[src/rtl/ldl_pipe_pkg.sv]
// Shared definitions for the ldl elastic register pipeline.
//
// Contents:
//   ldl_cnt_w(level) - width of the occupancy counter for a pipeline of `level`
//                      stages: enough bits to hold 0..level, and never less than 1.
package ldl_pipe_pkg;

  function automatic int ldl_cnt_w(input int level);
    int w;
    w = $clog2(level + 1);
    return (w < 1) ? 1 : w;
  endfunction

endpackage

[src/rtl/ldl_pipe_stage.sv]
// One stage of the elastic pipeline: a valid bit plus a WIDTH-bit data register.
//
// Ports:
//   clk    - rising-edge clock
//   rst    - synchronous active-high reset (clears valid; clears data if RST_DATA)
//   load   - stage takes the upstream beat (or bubble) this cycle
//   flush  - drop the held beat; wins over load
//   in_v   - upstream valid
//   in_d   - upstream data
//   out_v  - registered valid of this stage
//   out_d  - registered data of this stage
module ldl_pipe_stage #(
  parameter int WIDTH    = 1,
  parameter bit RST_DATA = 1'b0
) (
  input  logic             clk,
  input  logic             rst,
  input  logic             load,
  input  logic             flush,
  input  logic             in_v,
  input  logic [WIDTH-1:0] in_d,
  output logic             out_v,
  output logic [WIDTH-1:0] out_d
);

  logic             v_d, v_q;
  logic [WIDTH-1:0] d_d, d_q;

  // NOTE: every variable assigned in always_comb gets a default first, so no
  // path leaves it unassigned and no latch is inferred.
  always_comb begin
    v_d = v_q;
    d_d = d_q;
    if (flush) begin
      v_d = 1'b0;
    end else if (load) begin
      v_d = in_v;
      // Data only moves with a real beat; a bubble leaves the old value in place.
      if (in_v) d_d = in_d;
    end
  end

  // NOTE: sequential state is updated with non-blocking assignments only, so
  // all stages sample their neighbours' old values on the same edge.
  always_ff @(posedge clk) begin
    if (rst) v_q <= 1'b0;
    else     v_q <= v_d;
  end

  // NOTE: the data register is reset only when RST_DATA asks for it; otherwise
  // it stays reset-free, since a cleared valid bit already masks its contents.
  always_ff @(posedge clk) begin
    if (RST_DATA && rst) d_q <= '0;
    else                 d_q <= d_d;
  end

  assign out_v = v_q;
  assign out_d = d_q;

endmodule

[src/rtl/ldl_dff_pipe_v2.sv]
// Elastic LEVEL-stage register pipeline with valid/ready handshake, bubble
// collapse, synchronous flush, global enable and an occupancy count.
//
// Ports:
//   clk, rst            - rising-edge clock, synchronous active-high reset
//   en                  - global enable; 0 freezes all state (flush still acts)
//   flush               - drop all in-flight beats; input beat is refused
//   in_valid/in_ready   - upstream handshake, in_data carries the beat
//   out_valid/out_ready - downstream handshake, out_data carries the beat
//   count               - number of valid stages (registered)
//
// LEVEL = 0 degenerates to a combinational pass-through with count = 0.
module ldl_dff_pipe_v2
  import ldl_pipe_pkg::*;
#(
  parameter int WIDTH    = 1,
  parameter int LEVEL    = 1,
  parameter bit RST_DATA = 1'b0
) (
  input  logic                        clk,
  input  logic                        rst,
  input  logic                        en,
  input  logic                        flush,
  input  logic                        in_valid,
  output logic                        in_ready,
  input  logic [WIDTH-1:0]            in_data,
  output logic                        out_valid,
  input  logic                        out_ready,
  output logic [WIDTH-1:0]            out_data,
  output logic [ldl_cnt_w(LEVEL)-1:0] count
);

  if (LEVEL == 0) begin : g_bypass
    logic unused_ok;
    assign unused_ok = &{1'b0, clk, rst};

    assign in_ready  = out_ready & en & ~flush;
    assign out_valid = in_valid & en & ~flush;
    assign out_data  = in_data;
    assign count     = '0;
  end else begin : g_pipe
    localparam int CNT_W = ldl_cnt_w(LEVEL);

    // Index 0 is the upstream port; 1..LEVEL are the registered stages.
    logic [LEVEL:0]   v;
    logic [LEVEL:0]   rdy;
    logic [WIDTH-1:0] d [0:LEVEL];

    assign v[0]       = in_valid;
    assign d[0]       = in_data;
    assign rdy[LEVEL] = out_ready & en;

    for (genvar k = 1; k <= LEVEL; k++) begin : g_stage
      // A stage can take a new beat when it is empty or its beat moves on,
      // which is exactly the ready it offers upstream. An empty stage loads
      // even under downstream stall, so bubbles close up.
      assign rdy[k-1] = en & (~v[k] | rdy[k]);

      ldl_pipe_stage #(
        .WIDTH   (WIDTH),
        .RST_DATA(RST_DATA)
      ) u_stage (
        .clk  (clk),
        .rst  (rst),
        .load (rdy[k-1]),
        .flush(flush),
        .in_v (v[k-1]),
        .in_d (d[k-1]),
        .out_v(v[k]),
        .out_d(d[k])
      );
    end

    assign in_ready  = rdy[0] & ~flush;
    assign out_valid = v[LEVEL] & en;
    assign out_data  = d[LEVEL];

    // Beats enter only at stage 1 and leave only at stage LEVEL, so tracking
    // push/pop keeps the counter equal to the popcount of the valid bits.
    logic             push, pop;
    logic [CNT_W-1:0] count_d, count_q;

    assign push = in_valid & in_ready;
    assign pop  = out_valid & out_ready;

    always_comb begin
      count_d = count_q;
      if (flush)   count_d = '0;
      else if (en) count_d = count_q + CNT_W'(push) - CNT_W'(pop);
    end

    always_ff @(posedge clk) begin
      if (rst) count_q <= '0;
      else     count_q <= count_d;
    end

    assign count = count_q;
  end

endmodule

[config.mk]
export PLATFORM = sky130hd
export DESIGN_NAME = ldl_dff_pipe_v2
export DESIGN_NICKNAME = d
export VERILOG_FILES = /design/src/rtl/ldl_pipe_pkg.sv /design/src/rtl/ldl_pipe_stage.sv /design/src/rtl/ldl_dff_pipe_v2.sv
export SDC_FILE = /design/constraint.sdc
export NUM_CORES = 1
export LEC_CHECK = 0
export BUFFER_PORTS_ARGS = -buffer_cell sky130_fd_sc_hd__buf_4
export CAP_MARGIN = 20
export CORE_AREA = 3 3 40 42
export CTS_BUF_LIST = sky130_fd_sc_hd__clkbuf_2 sky130_fd_sc_hd__clkbuf_4 sky130_fd_sc_hd__clkbuf_8
export DETAILED_ROUTE_END_ITERATION = 10
export DIE_AREA = 0 0 43 45
export PLACE_DENSITY = 0.3
export SLEW_MARGIN = 20
export SYNTH_ARGS = -nofsm -noshare
export SYNTH_HDL_FRONTEND = slang
export SYNTH_SLANG_ARGS = --single-unit
[constraint.sdc]
create_clock -name clk -period 1.23 [get_ports clk]
set_input_delay 0.3075 -clock clk [delete_from_list [all_inputs] [get_ports clk]]
set_output_delay 0.3075 -clock clk [all_outputs]
set_load 0.03 [all_outputs]
Yosys cells after proc, flatten, opt, wreduce, memory -nomap -nowiden

Cells that the tools add are included.

Bits in read-only memories: 0
Input port bits: 7
Output and inout port bits: 4
Bits in latches: 0
Bits in registers: 3
Logic and storage cells: 16
Memory bits (writable): 0
Memories kept: 0

Reduce and logical (&&, ||, !) cells: 2
Bitwise gates (word level): 9
Divide/modulo/power cells: 0
Equality and inequality tests: 0
$add $sub $neg: 2
Multiplexer cells: 0
Multipliers: 0
Shift operators: 0
Order comparisons: 0

Operators by type and width:

| cell                | count |
|---|---|
| bitwise AND 1 bit   | 6 |
| AND reduction 3 bit | 1 |
| inverter 1 bit      | 2 |
| OR reduction 2 bit  | 1 |
| adder 1 bit         | 1 |
| bitwise OR 1 bit    | 1 |
| subtractor 1 bit    | 1 |

Depth between registers and ports, before layout

Word-level depth: 7
Depth in mapped cells: 4
Gate-level depth less buffers: 4

Modules after synthesis

Synthesis repeated with hierarchy kept, for this count alone.

Cells, all modules: 19
Area total of the unflattened synthesis: 176.4 um2

Modules (own cells, without submodules):

| module          | sequential area each (um2) | area each (um2) | instances | cells each |
|---|---|---|---|---|
| ldl_dff_pipe_v2 | 20.0                       | 100.1           | 1         | 13 |
| ldl_pipe_stage  | 50.0                       | 76.3            | 1         | 6 |

Worst setup path before layout

OpenSTA, ideal clock, no wires.

Kind: reg2reg
From: reg g_pipe.g_stage[1].u_stage.v_q
To: reg g_pipe.g_stage[1].u_stage.d_q (enable)
Cell stages (with the launch flop): 4
Clock period less this slack: 1.400 ns
Data required time: 0.937 ns
Slack: -0.170 ns
Path buffers: 0
Data arrival time: 1.107 ns
Library setup time: 0.293 ns
Path through: dfxtp_1 -> nor2b_1 -> nor3b_2 -> and2_1

Word-level cells in the longest chain between the ends: 4

Ends and longest elaborated chain:

| element                              | RTL line              | text |
|---|---|---|
| start, declared                      | ldl_pipe_stage.sv:26  | `logic v_d, v_q;` |
| start signal, assigned               | ldl_pipe_stage.sv:47  | `else v_q <= v_d;` |
| inverter 1 bit                       | ldl_dff_pipe_v2.sv:57 | `assign rdy[k-1] = en & (~v[k] \| rdy[k]);` |
| bitwise OR 1 bit                     | ldl_dff_pipe_v2.sv:57 |  |
| bitwise AND 1 bit                    | ldl_dff_pipe_v2.sv:57 |  |
| AND reduction 3 bit (no source line) | -                     |  |
| end signal, assigned                 | ldl_pipe_stage.sv:53  | `if (RST_DATA && rst) d_q <= '0;` |
| end signal, assigned                 | ldl_pipe_stage.sv:54  | `else d_q <= d_d;` |
| end, declared                        | ldl_pipe_stage.sv:27  | `logic [WIDTH-1:0] d_d, d_q;` |

Every way passes these cells.
A chain may end at the register's enable or synchronous reset.

Worst setup path in the final report

From: reg g_pipe.g_stage[1].u_stage.v_q
To: out in_ready

Word-level cells in the longest chain between the ends: 4

Ends and longest elaborated chain:

| element           | RTL line              | text |
|---|---|---|
| inverter 1 bit    | ldl_dff_pipe_v2.sv:57 |  |
| bitwise OR 1 bit  | ldl_dff_pipe_v2.sv:57 |  |
| bitwise AND 1 bit | ldl_dff_pipe_v2.sv:57 |  |
| bitwise AND 1 bit | ldl_dff_pipe_v2.sv:74 | `assign in_ready = rdy[0] & ~flush;` |
| end, declared     | ldl_dff_pipe_v2.sv:25 | `output logic in_ready,` |

Every way passes these cells.

==> metrics.txt <==
Detailed Routing Iterations Pass 1=2; maximum ir drop on the vdd rail=150 µV; insertion delay of the later-clocked pin in the worst-skew pair=0.23 ns; signal arrival time at the worst endpoint=1.01 ns; full die area=1940 µm²; top cell type's share of synthesized area=0.234; antenna violations before repair=0; sequential fraction of design power=0.292; Post-route DRC=0; final weighted congestion in routability-driven placement=0.735; WS Path Type=register to primary output; storage element area=71.3 µm²; post-route ant nets=0; result of the run=finished, violations left; Critical Path Source Type=register; maximum clock skew at final layout=0.00108 ns; critical register-to-register path endpoint=g_pipe.g_stage[1].u_stage.out_d$_DFFE_PP_; required time of the critical path=around 0.9 ns; via/cell ratio=3.77; most area-consuming cells after synthesis=dfxtp_1, edfxtp_1, nand2b_4; WL final=456 µm; initial core utilization=0.133; Layout area overhead=91.2%; net load switching power=85.3 µW; Clock Power Share=0.536; cell with the largest stage delay on the worst path=dfxtp_2; final-report setup violation count=2; sequential fraction of the synthesis area=0.409; half-perimeter wire length after detailed placement=335 µm; cts-stage hold buffer count=0; #FFs+latches synth=3; Root Driver=clkbuf_4; count of clock tree sinks=3; number of levels the H-tree was split into=1; Highest Clock Rate=between 0.7 and 0.8 GHz; setup TNS=-0.131 ns; Critical Path End Type=primary output; Net Count, Synth=25; Worst-path clk slew=0.04 ns; FF-to-FF setup slack=0.17 ns; number of buffers created by CTS=3; count of antenna diodes in the layout=0; switching part of the total power=0.231; final slew viol count=0; number of primary I/O pins=11; most common cell after layout, fill and taps aside=buf_4; wire length of the first global-routing pass=between 700 and 800 µm; portion of the clock cycle consumed by the worst path in the final layout=1.07; via count=181; largest net degree at the start of global routing=7; worst hold start=rst; synth unique cells=13; leakage power=0.000147 µW; chip width=43 µm; fraction of power consumed by combinational cells=0.172; post-synthesis instance area=approximately 170 µm²; internal cell power=284 µW; placed insts=43; highest-count cells in the layout ignoring fill and taps=buf_4, clkbuf_4, nand2_1, nor3_1, buf_6; failing checks=setup timing; critical path peak fanout=2; WHS Endpoint=g_pipe.g_stage[1].u_stage.out_v$_SDFFE_PP0P_; Place WS=0.0615 ns; worst slew pin tran=0.180 ns; cell taking the most area after synthesis=dfxtp_1; aggregate global routing overflow=0; slack of the critical path=-0.0904 ns; core region area=1280 µm²; clock tree from TritonCTS=built; max_cap viols=0; reg-to-reg startpoint=g_pipe.g_stage[1].u_stage.out_v$_SDFFE_PP0P_; final cell count without fillers=48; site row count=13; worst path bufs/invs=1; Worst Hold Class=input port to register; fill cell count=145; drt wl/cell=about 9.5 µm; Total Nets Final=41; biggest cell delay along the critical path=0.31 ns; synthesized area per cell=9.52 µm²; category of cells accounting for the largest share of critical-path delay=flip-flops; maximum clock path buffer count=2; final hold viol count=0; worst-case headroom to the max-slew limit=0.876; post-layout min period=1.32 ns; cell chain of the critical path=nor2b_4 -> nor3b_4 -> buf_6; total power divided by cell area=~1100 nW/µm²; First DRT Iteration DRCs=1; FF-to-FF path depth=3; total number of yosys warnings=0; port bufs=10; RSZ-0062 raised after global routing=true; Die Height=45 µm; fraction of layout instances using a drive strength above 1=0.606; area taken by multi-input logic gates=118 µm²; number of instances in the synthesized netlist=18; vias in the first global route=192; total routing resource utilization after global routing=0.0616; Cells on Worst Hold Path=2
## power groups by stage
stage / Clock [µW] / Combinational, µW / Sequential [µW]
floorplan: 0 / 23.8 / 113
global placement: 0 / 59.2 / 110
detailed placement: 0 / 58.9 / 110
CTS: 212 / 64.0 / 108
global route: 212 / 68.1 / 108
finish: 198 / 63.5 / 108
## final cells by class
| type | count | share of cell area |
|---|---|---|
| sequential | 3 | 0.218 |
| clock buffer | 4 | 0.0916 |
| timing repair buffer | 11 | 0.275 |
| tap | 15 | 0.0573 |
| multi-input combinational | 15 | 0.359 |
## per-stage QoR
| step | utilization | area, µm² | hold slack (ns) | total power, µW |
|---|---|---|---|---|
| after floorplan | - | 186 | 0.377 | 137 |
| after global routing | 0.255 | 328 | 0.240 | 388 |
| after detailed placement | 0.218 | 280 | 0.490 | 169 |
| after global placement | 0.218 | 280 | 0.489 | 170 |
| final | 0.255 | 328 | 0.246 | 370 |
| after CTS | 0.255 | 328 | 0.234 | 383 |
## layer usage
layer,vias up,wire [µm],global-route usage
li1,93,-,-
met1,79,200,0.0627
met2,7,221,0.0808
met3,2,18,0.0239
met4,0,14,0.0904
met5,-,0,0
## synth_stat cells
cell,instances
edfxtp_1,1
nor2b_1,1
a31o_1,1
nor3b_2,1
nand2_1,3
a22oi_1,1
dfxtp_1,2
a21oi_1,1
nor3_1,2
nor2_1,1
and2_1,2
nand2b_4,1
mux2i_1,1
## repair_timing
action / 4_1_cts / 5_1_grt
pin swaps: 1 / 0
setup endpoints to repair: 1 / 2
buffers inserted: 1 / 0
endpoints found under the hold margin: 0 / 0
gates resized for setup: 3 / 0
## flip-flops by register name, indices dropped and copies added, names as in the netlist
register,flops
count,1
g_pipe.g_stage.u_stage.out_d,1
g_pipe.g_stage.u_stage.out_v,1
## how the worst max path moves through the flow
stage,from,end,slack [ns],cells past startpoint
global placement,flush,count$_SDFFE_PP0P_,0.07,5
finish,g_pipe.g_stage[1].u_stage.out_v$_SDFFE_PP0P_,in_ready,-0.09,3
CTS,g_pipe.g_stage[1].u_stage.out_v$_SDFFE_PP0P_,in_ready,-0.11,3
detailed placement,flush,count$_SDFFE_PP0P_,0.06,5
floorplan,g_pipe.g_stage[1].u_stage.out_v$_SDFFE_PP0P_,g_pipe.g_stage[1].u_stage.out_d$_DFFE_PP_,-0.05,3
global route,g_pipe.g_stage[1].u_stage.out_v$_SDFFE_PP0P_,in_ready,-0.14,3
## logic make-up (layout without fill, tap and decap cells)
family	after synthesis	count (layout)	share of synthesized area
AND/OR/NAND/NOR	11	11	0.409
multiplexers	1	1	0.0584
AO/OA/AOI/OAI	3	3	0.124
buffers and inverters	0	15	0
flip-flops	3	3	0.409
Note: power is estimated with default switching activity, not from simulation.
